### config.mk
export PLATFORM = sky130hd
export DESIGN_NAME = uart_ring_buffer_flat
export DESIGN_NICKNAME = d
export VERILOG_FILES = /design/src/rtl/uart_ring_buffer_if.sv /design/src/rtl/uart_ring_buffer.sv /design/src/flat_wrapper.sv
export SDC_FILE = /design/constraint.sdc
export NUM_CORES = 1
export LEC_CHECK = 0
export CORE_ASPECT_RATIO = 0.9
export CORE_MARGIN = 10
export CORE_UTILIZATION = 50
export CTS_CLUSTER_SIZE = 14
export DETAILED_ROUTE_END_ITERATION = 16
export PLACE_DENSITY = 0.85
export RECOVER_POWER = 50
export SYNTH_ARGS = -nofsm -noshare
export SYNTH_HDL_FRONTEND = slang
export SYNTH_SLANG_ARGS = --single-unit
export TNS_END_PERCENT = 5
### constraint.sdc
create_clock -name clk -period 7.6 [get_ports clk]
set_input_delay 1.52 -clock clk [delete_from_list [all_inputs] [get_ports clk]]
set_output_delay 1.52 -clock clk [all_outputs]
set_load 0.05 [all_outputs]
### src/rtl/uart_ring_buffer_if.sv
// -----------------------------------------------------------------------------
// uart_ring_buffer_if
// Bundles the handshake, data and debug signals of uart_ring_buffer.
//   master : the client (UART logic / core / testbench). It drives the write
//            and read requests and receives the read data, the ack and the debug words.
//   slave  : the ring buffer itself.
// Signals:
//   writeEnable  write request, sampled on the rising clock edge
//   data[7:0]    byte to write, sampled with writeEnable
//   readEnable   read request, sampled on the rising clock edge
//   dataReadAck  one-cycle strobe for each successful read
//   dataRead     byte returned by the most recent successful read
//   debug        {8'h00, count, rdPtr, wrPtr} state snapshot
//   debug2       {dropped writes, failed reads}, or zero without statistics
// -----------------------------------------------------------------------------
interface uart_ring_buffer_if;
  logic        writeEnable;
  logic [7:0]  data;
  logic        readEnable;
  logic        dataReadAck;
  logic [7:0]  dataRead;
  logic [31:0] debug;
  logic [31:0] debug2;

  modport master (
    output writeEnable, data, readEnable,
    input  dataReadAck, dataRead, debug, debug2
  );

  modport slave (
    input  writeEnable, data, readEnable,
    output dataReadAck, dataRead, debug, debug2
  );
endinterface

### src/rtl/uart_ring_buffer.sv
// -----------------------------------------------------------------------------
// uart_ring_buffer
// This is a circular FIFO of 8-bit bytes. It sits between the UART receive and
// transmit logic and the consuming core. It has 2^BITLENGTH slots. One slot is
// always left empty, so the buffer holds at most 2^BITLENGTH-1 bytes.
// A write to a full buffer is dropped. A read from an empty buffer is dropped.
// Read data and its one-cycle acknowledge appear in the cycle after the request.
//
// Ports:
//   clk    system clock, rising edge
//   reset  synchronous, active-high reset
//   bus    uart_ring_buffer_if.slave (handshakes, data, debug words)
//
// Optional build macro: UART_RING_BUFFER_STATS_EN
//   When defined, debug2 = {16-bit saturating dropped-write count,
//   16-bit saturating failed-read count}. Reset clears both counts.
//   When undefined, debug2 is constant zero and the counter logic is not built.
// -----------------------------------------------------------------------------
module uart_ring_buffer #(
  parameter int BITLENGTH = 2
) (
  input  logic              clk,
  input  logic              reset,
  uart_ring_buffer_if.slave bus
);

  localparam int DEPTH = 1 << BITLENGTH;

  logic [BITLENGTH-1:0] wr_ptr_q, wr_ptr_d;
  logic [BITLENGTH-1:0] rd_ptr_q, rd_ptr_d;
  logic [BITLENGTH-1:0] wr_inc_s, rd_inc_s;
  logic [7:0]           count_q, count_d;
  logic                 ack_q, ack_d;
  logic [7:0]           rd_data_q, rd_data_d;
  logic [7:0]           mem_q [DEPTH];

  logic empty_s, full_s, wr_ok_s, rd_ok_s;

  // Flags and success decisions, all taken from pre-edge state
  always_comb begin
    wr_inc_s = wr_ptr_q + BITLENGTH'(1);
    rd_inc_s = rd_ptr_q + BITLENGTH'(1);
    empty_s  = (wr_ptr_q == rd_ptr_q);
    full_s   = (wr_inc_s == rd_ptr_q);
    // Each side is decided on its own. There is no same-cycle bypass, so a read
    // of an empty buffer fails even when a write arrives on the same edge.
    wr_ok_s  = bus.writeEnable && !full_s;
    rd_ok_s  = bus.readEnable  && !empty_s;
  end

  // Next-state values for the pointers, the count and the read port
  always_comb begin
    wr_ptr_d  = wr_ptr_q;
    rd_ptr_d  = rd_ptr_q;
    count_d   = count_q;
    ack_d     = 1'b0;
    rd_data_d = rd_data_q;

    if (wr_ok_s) begin
      wr_ptr_d = wr_inc_s;
    end else begin
      wr_ptr_d = wr_ptr_q;
    end

    if (rd_ok_s) begin
      rd_ptr_d  = rd_inc_s;
      ack_d     = 1'b1;
      rd_data_d = mem_q[rd_ptr_q];
    end else begin
      rd_ptr_d  = rd_ptr_q;
      ack_d     = 1'b0;
      rd_data_d = rd_data_q;
    end

    case ({wr_ok_s, rd_ok_s})
      2'b10:   count_d = count_q + 8'd1;
      2'b01:   count_d = count_q - 8'd1;
      default: count_d = count_q;
    endcase
  end

  // Control registers. Reset takes priority over any read or write on the same edge.
  always_ff @(posedge clk) begin
    if (reset) begin
      wr_ptr_q  <= '0;
      rd_ptr_q  <= '0;
      count_q   <= 8'd0;
      ack_q     <= 1'b0;
      rd_data_q <= 8'h00;
    end else begin
      wr_ptr_q  <= wr_ptr_d;
      rd_ptr_q  <= rd_ptr_d;
      count_q   <= count_d;
      ack_q     <= ack_d;
      rd_data_q <= rd_data_d;
    end
  end

  // Storage array. Reset does not clear it; the pointer reset is enough to discard its contents.
  always_ff @(posedge clk) begin
    if (wr_ok_s && !reset) begin
      mem_q[wr_ptr_q] <= bus.data;
    end
  end

  assign bus.dataReadAck = ack_q;
  assign bus.dataRead    = rd_data_q;
  assign bus.debug       = {8'h00, count_q, 8'(rd_ptr_q), 8'(wr_ptr_q)};

`ifdef UART_RING_BUFFER_STATS_EN
  logic [15:0] drop_cnt_q, drop_cnt_d;
  logic [15:0] fail_cnt_q, fail_cnt_d;

  // Saturating counts of dropped writes and failed reads
  always_comb begin
    drop_cnt_d = drop_cnt_q;
    fail_cnt_d = fail_cnt_q;
    if (bus.writeEnable && full_s && (drop_cnt_q != 16'hFFFF)) begin
      drop_cnt_d = drop_cnt_q + 16'd1;
    end else begin
      drop_cnt_d = drop_cnt_q;
    end
    if (bus.readEnable && empty_s && (fail_cnt_q != 16'hFFFF)) begin
      fail_cnt_d = fail_cnt_q + 16'd1;
    end else begin
      fail_cnt_d = fail_cnt_q;
    end
  end

  // Statistics registers
  always_ff @(posedge clk) begin
    if (reset) begin
      drop_cnt_q <= 16'd0;
      fail_cnt_q <= 16'd0;
    end else begin
      drop_cnt_q <= drop_cnt_d;
      fail_cnt_q <= fail_cnt_d;
    end
  end

  assign bus.debug2 = {drop_cnt_q, fail_cnt_q};
`else
  assign bus.debug2 = 32'h0000_0000;
`endif

endmodule

### src/flat_wrapper.sv
// flat-port wrapper written by rule: the top's interface ports become plain ports
module uart_ring_buffer_flat 
#(
  parameter int BITLENGTH = 2
)
  (clk, reset, bus_writeEnable, bus_data, bus_readEnable, bus_dataReadAck, bus_dataRead, bus_debug, bus_debug2);
  uart_ring_buffer_if bus_i ();
  input  logic clk;
  input  logic reset;
  input wire logic [$bits(bus_i.writeEnable)-1:0] bus_writeEnable;
  input wire logic [$bits(bus_i.data)-1:0] bus_data;
  input wire logic [$bits(bus_i.readEnable)-1:0] bus_readEnable;
  output wire logic [$bits(bus_i.dataReadAck)-1:0] bus_dataReadAck;
  output wire logic [$bits(bus_i.dataRead)-1:0] bus_dataRead;
  output wire logic [$bits(bus_i.debug)-1:0] bus_debug;
  output wire logic [$bits(bus_i.debug2)-1:0] bus_debug2;
  assign bus_i.writeEnable = bus_writeEnable;
  assign bus_i.data = bus_data;
  assign bus_i.readEnable = bus_readEnable;
  assign bus_dataReadAck = bus_i.dataReadAck;
  assign bus_dataRead = bus_i.dataRead;
  assign bus_debug = bus_i.debug;
  assign bus_debug2 = bus_i.debug2;
  uart_ring_buffer #(.BITLENGTH(BITLENGTH)) u_core (.clk(clk), .reset(reset), .bus(bus_i));
endmodule
==> results of run 1 <==
-- worst max-delay path, stage by stage --
cell           delay (ns)
dlygate4sd3_1        0.52
o21a_1               0.54
ha_1                 0.49
ha_1                 0.31
a211oi_1             0.38
nor3_1               0.12
nor4_1               0.28
a211o_1              0.15
mux2_4               0.29
-- layer usage --
| metal | GRT usage | vias to the layer above | part of all wire | wire length (um) |
|---|---|---|---|---|
| met3 | 0.0750 | 6 | 0.14 | 689 |
| met5 | 0 | - | 0 | 0 |
| met4 | 0.0339 | 0 | 0.012 | 58 |
| met2 | 0.189 | 62 | 0.49 | 2430 |
| li1 | - | 757 | - | - |
| met1 | 0.107 | 728 | 0.35 | 1750 |
-- registers in the layout, indices dropped and copies added, names as in the netlist --
signal	cells
u_core.bus.dataRead	8
u_core.bus.dataReadAck	1
u_core.count_q	8
u_core.mem_q	32
u_core.rd_ptr_q	2
u_core.wr_ptr_q	2
-- layout by cell type (no fill, tap or decap), drive strengths merged, types with 2 or more instances in the layout --
master	n
xnor2	4
conb	52
xor2	4
o21a	3
nand3	3
mux4	8
and2	7
mux2i	9
a21oi	4
inv	8
dlygate4sd3	18
clkdlybuf4s50	14
o21bai	2
nand2	7
clkbuf	5
nor2	20
nor3	4
ha	11
edfxtp	32
dfxtp	21
nor2b	2
a211oi	2
nor4b	2
-- final timing paths --
kind	startpoint	slack (ns)	end
max	bus_readEnable	3.22	u_core.count_q[7]
min	u_core.count_q[2]	0.50	u_core.count_q[2]
max reg2reg	u_core.rd_ptr_q[0]	3.86	u_core.count_q[7]
min reg2reg	u_core.count_q[2]	0.50	u_core.count_q[2]
-- per-stage QoR --
| step | instance area, um2 | instances | util | hold WS [ns] | power (mW) |
|---|---|---|---|---|---|
| final | 3030 | 327 | 0.574 | 0.500 | 1.21 |
| after global routing | 3030 | 327 | 0.574 | 0.529 | 1.29 |
| after CTS | 3030 | 327 | 0.574 | 0.501 | 1.23 |
| after detailed placement | 2920 | 319 | 0.551 | 0.488 | 1.03 |
| after global placement | 2920 | 319 | 0.551 | 0.471 | 1.01 |
| after floorplan | 2940 | 279 | - | 0.663 | 0.913 |
-- layout make-up --
type,count,area share
flip-flops and latches,53,0.455
clock inverters,3,0.0165
repair buffers,32,0.106
inverters,7,0.00866
clock buffers,5,0.0227
multi-input cells,160,0.364
well taps,67,0.0276
-- cell families after synthesis --
group	share of synthesized area
AOI/OAI and AO/OA	0.0534
other	0.00137
adders and majority gates	0.0575
DFF	0.503
buffers and inverters	0.164
and+or+nand+nor	0.0908
xor gates and xnor gates	0.0255
muxes	0.104
-- power breakdown --
group / switching, mW / leakage, nW / internal [mW]
Combinational: 0.380 / 0.698 / 0.217
Sequential: 0.0519 / 0.461 / 0.362
Clock: 0.0982 / 0.0603 / 0.101
Total: 0.530 / 1.22 / 0.680
==> Flow_metrics.wiki, run 1 <==
{| class="wikitable"
! Metric !! Value
|-
| Async S/R FF share, synth || 0
|-
| Area overhead of the layout relative to synthesis || 10.6%
|-
| Area of the mapped netlist || 2740 um2
|-
| Fmax || 228 MHz
|-
| Gr usage total || 0.112
|-
| Number of enable-type register cells in the synthesized netlist || 32
|-
| Combined flip-flop and latch cell area || 1380 um2
|-
| Final HPWL DP || 3780 um
|-
| Power Dens Cells || 399 nW/um2
|-
| Worst Reg-to-Reg Cells || 9
|-
| Startpoint kind of the worst setup timing path || input pin
|-
| Portion of the post-synthesis area used by sequential elements || 0.503
|-
| Die Area || 8850 um2
|-
| Category of the critical setup timing path || input pin to flip-flop
|-
| Category of the worst setup path capture point || flip-flop
|-
| Post-route DRC || 0
|-
| Cell at the root of the clock tree || clkbuf_8
|-
| Endpoint required time on the critical path || 7.81 ns
|-
| Worst Hold Class || flip-flop to flip-flop
|-
| Outcome || completed
|-
| Sinks on the clock net || 53
|-
| Cell type contributing the most total cell area after synthesis || edfxtp_1
|-
| Via count of the first global-routing pass || 1692
|-
| Largest fanout of any net on the critical path || 12
|-
| Fill count || 457
|-
| VDD IR-drop max || 0.193 mV
|-
| Largest clock skew in the final design || 0.00259 ns
|-
| Gp weighted congestion || 0.865
|-
| IO Port Bufs || 32
|-
| First-pass GRT wire length || 8070 um
|-
| Top-Level Pins || 85
|-
| CTS tree || yes
|-
| Worst hold path depth || 2
|-
| Clock transition at the registers of the reported paths || 0.10 ns
|-
| Number of clock buffers inserted by TritonCTS || 5
|-
| Final-report setup violation count || 0
|-
| Number of antenna violations at the first check in global routing || 0
|-
| Total area of multi-input combinational cells || 1100 um2
|-
| Slew Limit Fails || 0
|-
| Fraction of layout instances using a drive strength above 1 || 0.0769
|-
| Clock Latency Late Sink || 0.32 ns
|-
| Least-Margin Pin Slew || 0.896 ns
|-
| Cell count after synthesis || 228
|-
| Post-CTS Repair Setup Buffers || 0
|-
| CTS H-Tree Depth || 2
|-
| Share of the synthesized area in the top cell type || 0.350
|-
| Number of DRC violations after detailed-routing iteration 0 || 47
|-
| Min Tclk post-route || 4.38 ns
|-
| Worst setup slack after placement || 2.92 ns
|-
| Area of the core region || 5290 um2
|-
| Number of detailed-routing iterations run before antenna repair || 4
|-
| Sum of routed wire length over all layers || 4930 um
|-
| Sum of negative setup slack || 0 ns
|-
| RSZ-0062 raised after global routing || no
|-
| Average footprint of a synthesized cell || 12.0 um2
|-
| Top FF cell, synth || edfxtp_1
|-
| Mean routed wirelength per cell || 15.1 um
|-
| Leakage component of the power || 1.22 nW
|-
| Worst-case setup margin in the final layout || 3.22 ns
|-
| Yosys warning total || 0
|-
| Top cells by area in the synthesized netlist || edfxtp_1 35%, dfxtp_1 15%, buf_4 15%
|-
| Layout net count || 283
|-
| Arrival time worst endpoint || 4.59 ns
|-
| Placement Rows || 25
|-
| Floorplan die height || 90.3 um
|-
| Post-CTS sizing || 0
|-
| Maximum number of pins on one net before global-route repair || 26
|-
| Total grt overflow || 0
|-
| Residual antenna-violating net count after detailed routing || 0
|-
| Share of the clock period used by the worst path after layout || 0.576
|-
| Via/cell ratio || 4.75
|-
| Deepest clock path buffer count || 2
|-
| ANT cells || 0
|-
| Yosys cell types || 41
|-
| Hold Fails Final Rpt || 0
|-
| Starting utilization of the core area || 0.519
|-
| Max-cap check violation count || 0
|-
| Total vias in the final route || 1553
|-
| Normalized max-slew margin || 0.401
|-
| Total of flip-flops plus latches after synthesis || 53
|-
| Top cell types by occurrence after synthesis || 53 x buf_4, 32 x edfxtp_1, 21 x dfxtp_1, 19 x nor2_1, 11 x ha_1
|-
| Most frequent cell after synthesis || buf_4
|-
| Hold_buf cts || 0
|-
| Die X || 98.1 um
|}
Note: power is estimated with default switching activity, not from simulation.
==> inputs of run 2 (changes only) <==
Settings changed: CORE_UTILIZATION 50 to 47, PLACE_DENSITY 0.85 to 0.8.
Clock period 7.6 ns to 4.5 ns, I/O delays scaled along.
==> Flow_metrics.wiki, run 2 (synthesized netlist as in run 1, its figures left out) <==
{| class="wikitable"
! Metric !! Value
|-
| Placed Instances || 325
|-
| Normalized max-slew margin || 0.261
|-
| IO Port Bufs || 32
|-
| Largest fanout of any net on the critical path || 9
|-
| Number of clock buffers inserted by TritonCTS || 5
|-
| Max-cap check violation count || 0
|-
| Area overhead of the layout relative to synthesis || 10.3%
|-
| Startpoint kind of the worst setup timing path || input pin
|-
| Post-route DRC || 0
|-
| Share of the clock period used by the worst path after layout || 0.752
|-
| Most common library cell in the layout ignoring fill and taps || conb_1
|-
| RSZ-0062 raised after global routing || no
|-
| Most flop-heavy register || u_core.mem_q
|-
| Clock Latency Late Sink || 0.30 ns
|-
| Hold Fails Final Rpt || 0
|-
| Post-CTS sizing || 0
|-
| Endpoint required time on the critical path || 4.70 ns
|-
| Slew Limit Fails || 0
|-
| Total vias in the final route || 1580
|-
| Post-CTS Repair Setup Buffers || 0
|-
| Area of the core region || 5660 um2
|-
| CTS H-Tree Depth || 2
|-
| Top-Level Pins || 85
|-
| Maximum number of pins on one net before global-route repair || 26
|-
| Floorplan die height || 92.5 um
|-
| Total grt overflow || 0
|-
| Sum of negative setup slack || 0 ns
|-
| Die X || 101 um
|-
| Leakage component of the power || 1.19 nW
|-
| Hold_buf cts || 0
|-
| Max FFs per register || 32
|-
| First-pass GRT wire length || 7600 um
|-
| Power Dens Cells || 660 nW/um2
|-
| Post-DP Area || 2940 um2
|-
| Placement Rows || 26
|-
| Category of the worst setup path capture point || flip-flop
|-
| Min Tclk post-route || 3.38 ns
|-
| Number of detailed-routing iterations run before antenna repair || 4
|-
| Cell Count, Final, Fillers Out || 333
|-
| Clock transition at the registers of the reported paths || 0.09 ns
|-
| Arrival time worst endpoint || 3.58 ns
|-
| Deepest clock path buffer count || 2
|-
| Outcome || completed
|-
| Layout net count || 286
|-
| Top library cells by usage in the layout, fill and taps aside || 52 x conb_1, 32 x edfxtp_1, 22 x clkdlybuf4s50_1, 21 x dfxtp_1, 19 x nor2_1
|-
| Worst Hold Class || flip-flop to flip-flop
|-
| ANT cells || 0
|-
| Category of the critical setup timing path || input pin to flip-flop
|-
| Largest clock skew in the final design || 0.00246 ns
|-
| Via/cell ratio || 4.74
|-
| Gp weighted congestion || 0.862
|-
| Number of antenna violations at the first check in global routing || 0
|-
| Post-Layout Inst Area || 3030 um2
|-
| Final-report setup violation count || 0
|-
| Number of DRC violations after detailed-routing iteration 0 || 59
|-
| Sum of routed wire length over all layers || 5000 um
|-
| Residual antenna-violating net count after detailed routing || 0
|-
| Least-Margin Pin Slew || 1.11 ns
|-
| Gr usage total || 0.100
|-
| Fmax || 296 MHz
|-
| Cell at the root of the clock tree || clkbuf_8
|-
| Die Area || 9300 um2
|-
| VDD IR-drop max || 0.318 mV
|-
| Fraction of layout instances using a drive strength above 1 || 0.0760
|-
| Sinks on the clock net || 53
|-
| Final HPWL DP || 3770 um
|-
| CTS tree || yes
|-
| Via count of the first global-routing pass || 1591
|-
| Mean routed wirelength per cell || 15.0 um
|-
| Starting utilization of the core area || 0.485
|}
## run 2: metrics by stage
stage	power [mW]	setup WS, ns	hold WS, ns	util
2_1_floorplan	1.54	1.08	0.663	-
3_3_place_gp	1.73	0.928	0.473	0.520
3_5_place_dp	1.75	0.869	0.484	0.520
4_1_cts	2.02	1.14	0.496	0.535
5_1_grt	2.13	0.898	0.530	0.535
6_report	2.00	1.12	0.492	0.535
## run 2: worst paths after layout
kind | start | endpoint | slack (ns) | cells after the start
setup / recovery | bus_writeEnable | u_core.count_q[7] | 1.12 | 9
hold / removal | u_core.count_q[2] | u_core.count_q[2] | 0.49 | 2
setup reg to reg | u_core.wr_ptr_q[0] | u_core.count_q[7] | 1.12 | 11
hold reg to reg | u_core.count_q[2] | u_core.count_q[2] | 0.49 | 2
## run 2: where the power goes
| part | leakage, nW | switching [mW] | total, mW | internal, mW |
|---|---|---|---|---|
| sequential | 0.461 | 0.0622 | 0.673 | 0.611 |
| clock | 0.0422 | 0.156 | 0.266 | 0.110 |
| combinational | 0.689 | 0.672 | 1.06 | 0.386 |
## run 2: cell type report
cell class                 count  area, um2
fill                         499       2630
tap                           70       87.6
multi-input combinational    160       1100
clock inverter                 3       20.0
sequential                    53       1380
inverter                       7       26.3
clock buffer                   5       68.8
timing repair buffer          35        339
## run 2: worst max-delay path, stage by stage
cell and delay (ns):
clkdlybuf4s50_1 0.45, a21bo_1 0.25, ha_1 0.35, ha_1 0.35, a211oi_1 0.39, nor3_1 0.12
nor4_1 0.30, a211o_1 0.17, mux2_4 0.30
## run 2: metal layers
layer | share of wire | GRT usage | up-vias | wire [um]
li1 | - | - | 759 | -
met1 | 0.35 | 0.103 | 740 | 1760
met2 | 0.50 | 0.176 | 74 | 2480
met3 | 0.14 | 0.0490 | 7 | 702
met4 | 0.010 | 0.0306 | 0 | 51
met5 | 0 | 0 | - | 0
==> inputs of run 3 (changes only) <==
Settings changed: CORE_UTILIZATION 47 to 42, PLACE_DENSITY 0.8 to 0.76.
Clock period 4.5 ns to 3.1 ns, I/O delays scaled along.
==> Flow_metrics.wiki, run 3 (synthesized netlist as in run 1, its figures left out) <==
{| class="wikitable"
! Metric !! Value
|-
| Outcome || completed
|-
| Slew Limit Fails || 0
|-
| Least-Margin Pin Slew || 0.793 ns
|-
| Total vias in the final route || 1634
|-
| Deepest clock path buffer count || 2
|-
| Min Tclk post-route || 2.96 ns
|-
| Normalized max-slew margin || 0.472
|-
| IO Port Bufs || 32
|-
| Via/cell ratio || 4.48
|-
| Mean routed wirelength per cell || 14.5 um
|-
| Number of antenna violations at the first check in global routing || 0
|-
| Category of the critical setup timing path || flip-flop to flip-flop
|-
| Hold slack || 0.497 ns
|-
| Clock network fraction of design power || 0.132
|-
| Fmax || 338 MHz
|-
| Sinks on the clock net || 53
|-
| Gr usage total || 0.103
|-
| Cell at the slowest stage of the critical path || dfxtp_4
|-
| Fraction of layout instances using a drive strength above 1 || 0.151
|-
| Fill count || 528
|-
| Worst Hold Class || flip-flop to flip-flop
|-
| Hold Fails Final Rpt || 0
|-
| Post-route DRC || 0
|-
| CTS H-Tree Depth || 2
|-
| Top-Level Pins || 85
|-
| Reg2reg start || u_core.wr_ptr_q[0]
|-
| Gp weighted congestion || 0.784
|-
| Clock Latency Late Sink || 0.30 ns
|-
| Largest clock skew in the final design || 0.00845 ns
|-
| Starting utilization of the core area || 0.441
|-
| Startpoint kind of the worst setup timing path || flip-flop
|-
| Arrival time worst endpoint || 3.16 ns
|-
| VDD IR-drop max || 0.355 mV
|-
| Maximum number of pins on one net before global-route repair || 24
|-
| Max FFs per register || 32
|-
| Crit path launch || u_core.wr_ptr_q[0]
|-
| Clock transition at the registers of the reported paths || 0.10 ns
|-
| Cells traversed along the worst timing path || inv_1 > ha_1 > xnor2_1 > a21bo_2 > ha_2 > buf_4 > ha_1 > and2_4 > a221o_1 > a211o_1 > mux2_4
|-
| Layout net count || 301
|-
| Max-cap check violation count || 0
|-
| Die X || 105 um
|-
| Area of the core region || 6220 um2
|-
| Via count of the first global-routing pass || 1767
|-
| Post-CTS sizing || 0
|-
| Cell at the root of the clock tree || clkbuf_8
|-
| Leakage component of the power || 1.28 nW
|-
| Sum of negative setup slack || 0 ns
|-
| Worst-case setup margin in the final layout || 0.139 ns
|-
| Endpoint required time on the critical path || 3.30 ns
|-
| Most flop-heavy register || u_core.mem_q
|-
| Number of detailed-routing iterations run before antenna repair || 4
|-
| First-pass GRT wire length || 8760 um
|-
| Largest fanout of any net on the critical path || 5
|-
| Power Dens Cells || 967 nW/um2
|-
| Final-report setup violation count || 0
|-
| Internal power || 1.72 mW
|-
| Combinational share of power || 0.547
|-
| Top library cells by usage in the layout, fill and taps aside || 52 x conb_1, 32 x edfxtp_1, 19 x nor2_1, 17 x dfxtp_1
|-
| Number of DRC violations after detailed-routing iteration 0 || 53
|-
| Floorplan die height || 96.7 um
|-
| Post-CTS Repair Setup Buffers || 0
|-
| Most common cell on crit path || ha_1
|-
| Sum of routed wire length over all layers || 5290 um
|-
| Area overhead of the layout relative to synthesis || 16.3%
|-
| Most common library cell in the layout ignoring fill and taps || conb_1
|-
| Sw frac || 0.442
|-
| Share of the clock period used by the worst path after layout || 0.955
|-
| RSZ-0062 raised after global routing || no
|-
| Peak per-stage delay on the critical path || 0.39 ns
|-
| CTS tree || yes
|-
| Net switching power || 1.36 mW
|-
| Worst setup slack after placement || -0.0839 ns
|-
| Total grt overflow || 0
|-
| Residual antenna-violating net count after detailed routing || 0
|-
| Hold_buf cts || 0
|-
| Share of power burned in registers || 0.321
|-
| Die Area || 10200 um2
|-
| Category of the worst setup path capture point || flip-flop
|-
| Final HPWL DP || 4100 um
|-
| Number of clock buffers inserted by TritonCTS || 5
|-
| Placement Rows || 27
|-
| HP Start || u_core.bus.dataRead[2]
|-
| ANT cells || 0
|}
[run 3: cell types whose count changed in the layout (fill, tap and decap cells not counted), sizes merged]
| cell | before | now |
|---|---|---|
| clkbuf | 6 | 8 |
| inv | 8 | 9 |
| dlygate4sd3 | 10 | 16 |
| buf | 2 | 15 |
| clkinvlp | 1 | 0 |
| clkdlybuf4s50 | 22 | 16 |
[run 3: area by class of cell]
cell class                 instances  area [um2]  share of cell area
clock buffer                       5        68.8              0.0216
clock inverter                     3        28.8             0.00902
inverter                           7        26.3             0.00823
multi-input combinational        160        1120               0.352
sequential                        53        1390               0.436
tap                               87         109              0.0341
timing repair buffer              50         444               0.139
[run 3: power by group through the flow]
stage / sequential [mW] / clock (mW) / combinational [mW]
floorplan: 1.30 / 0 / 0.946
global route: 1.01 / 0.459 / 1.82
finish: 0.992 / 0.408 / 1.69
CTS: 0.988 / 0.423 / 1.71
global placement: 1.00 / 0 / 1.66
detailed placement: 1.00 / 0 / 1.71
[run 3: critical path: cells and delay by family (launching register included)]
| family | cells | cell delay [ns] |
|---|---|---|
| AOI/OAI and AO/OA | 3 | 0.79 |
| xor gates and xnor gates | 1 | 0.15 |
| adders and majority gates | 3 | 0.85 |
| buffers and inverters | 2 | 0.23 |
| DFF | 1 | 0.39 |
| muxes | 1 | 0.29 |
| and+or+nand+nor | 1 | 0.15 |
[run 3: worst paths after layout]
kind / endpoint / slack (ns) / depth (start not counted)
max: u_core.count_q[7] / 0.14 / 11
min: u_core.bus.dataRead[2] / 0.50 / 2
max reg2reg: u_core.count_q[7] / 0.14 / 11
min reg2reg: u_core.bus.dataRead[2] / 0.50 / 2
[run 3: metal layers]
metal / GRT usage / routed length, um / vias up
met3: 0.0569 / 656 / 2
met5: 0 / 0 / -
met2: 0.177 / 2560 / 69
li1: - / - / 794
met1: 0.108 / 2060 / 769
met4: 0.0189 / 17 / 0
[run 3: through the flow]
step / instance area, um2 / utilization / power [mW] / instances
floorplan: 2950 / - / 2.25 / 279
global placement: 3090 / 0.496 / 2.66 / 357
detailed placement: 3090 / 0.496 / 2.71 / 357
CTS: 3180 / 0.512 / 3.12 / 365
global route: 3190 / 0.513 / 3.28 / 365
finish: 3190 / 0.513 / 3.09 / 365
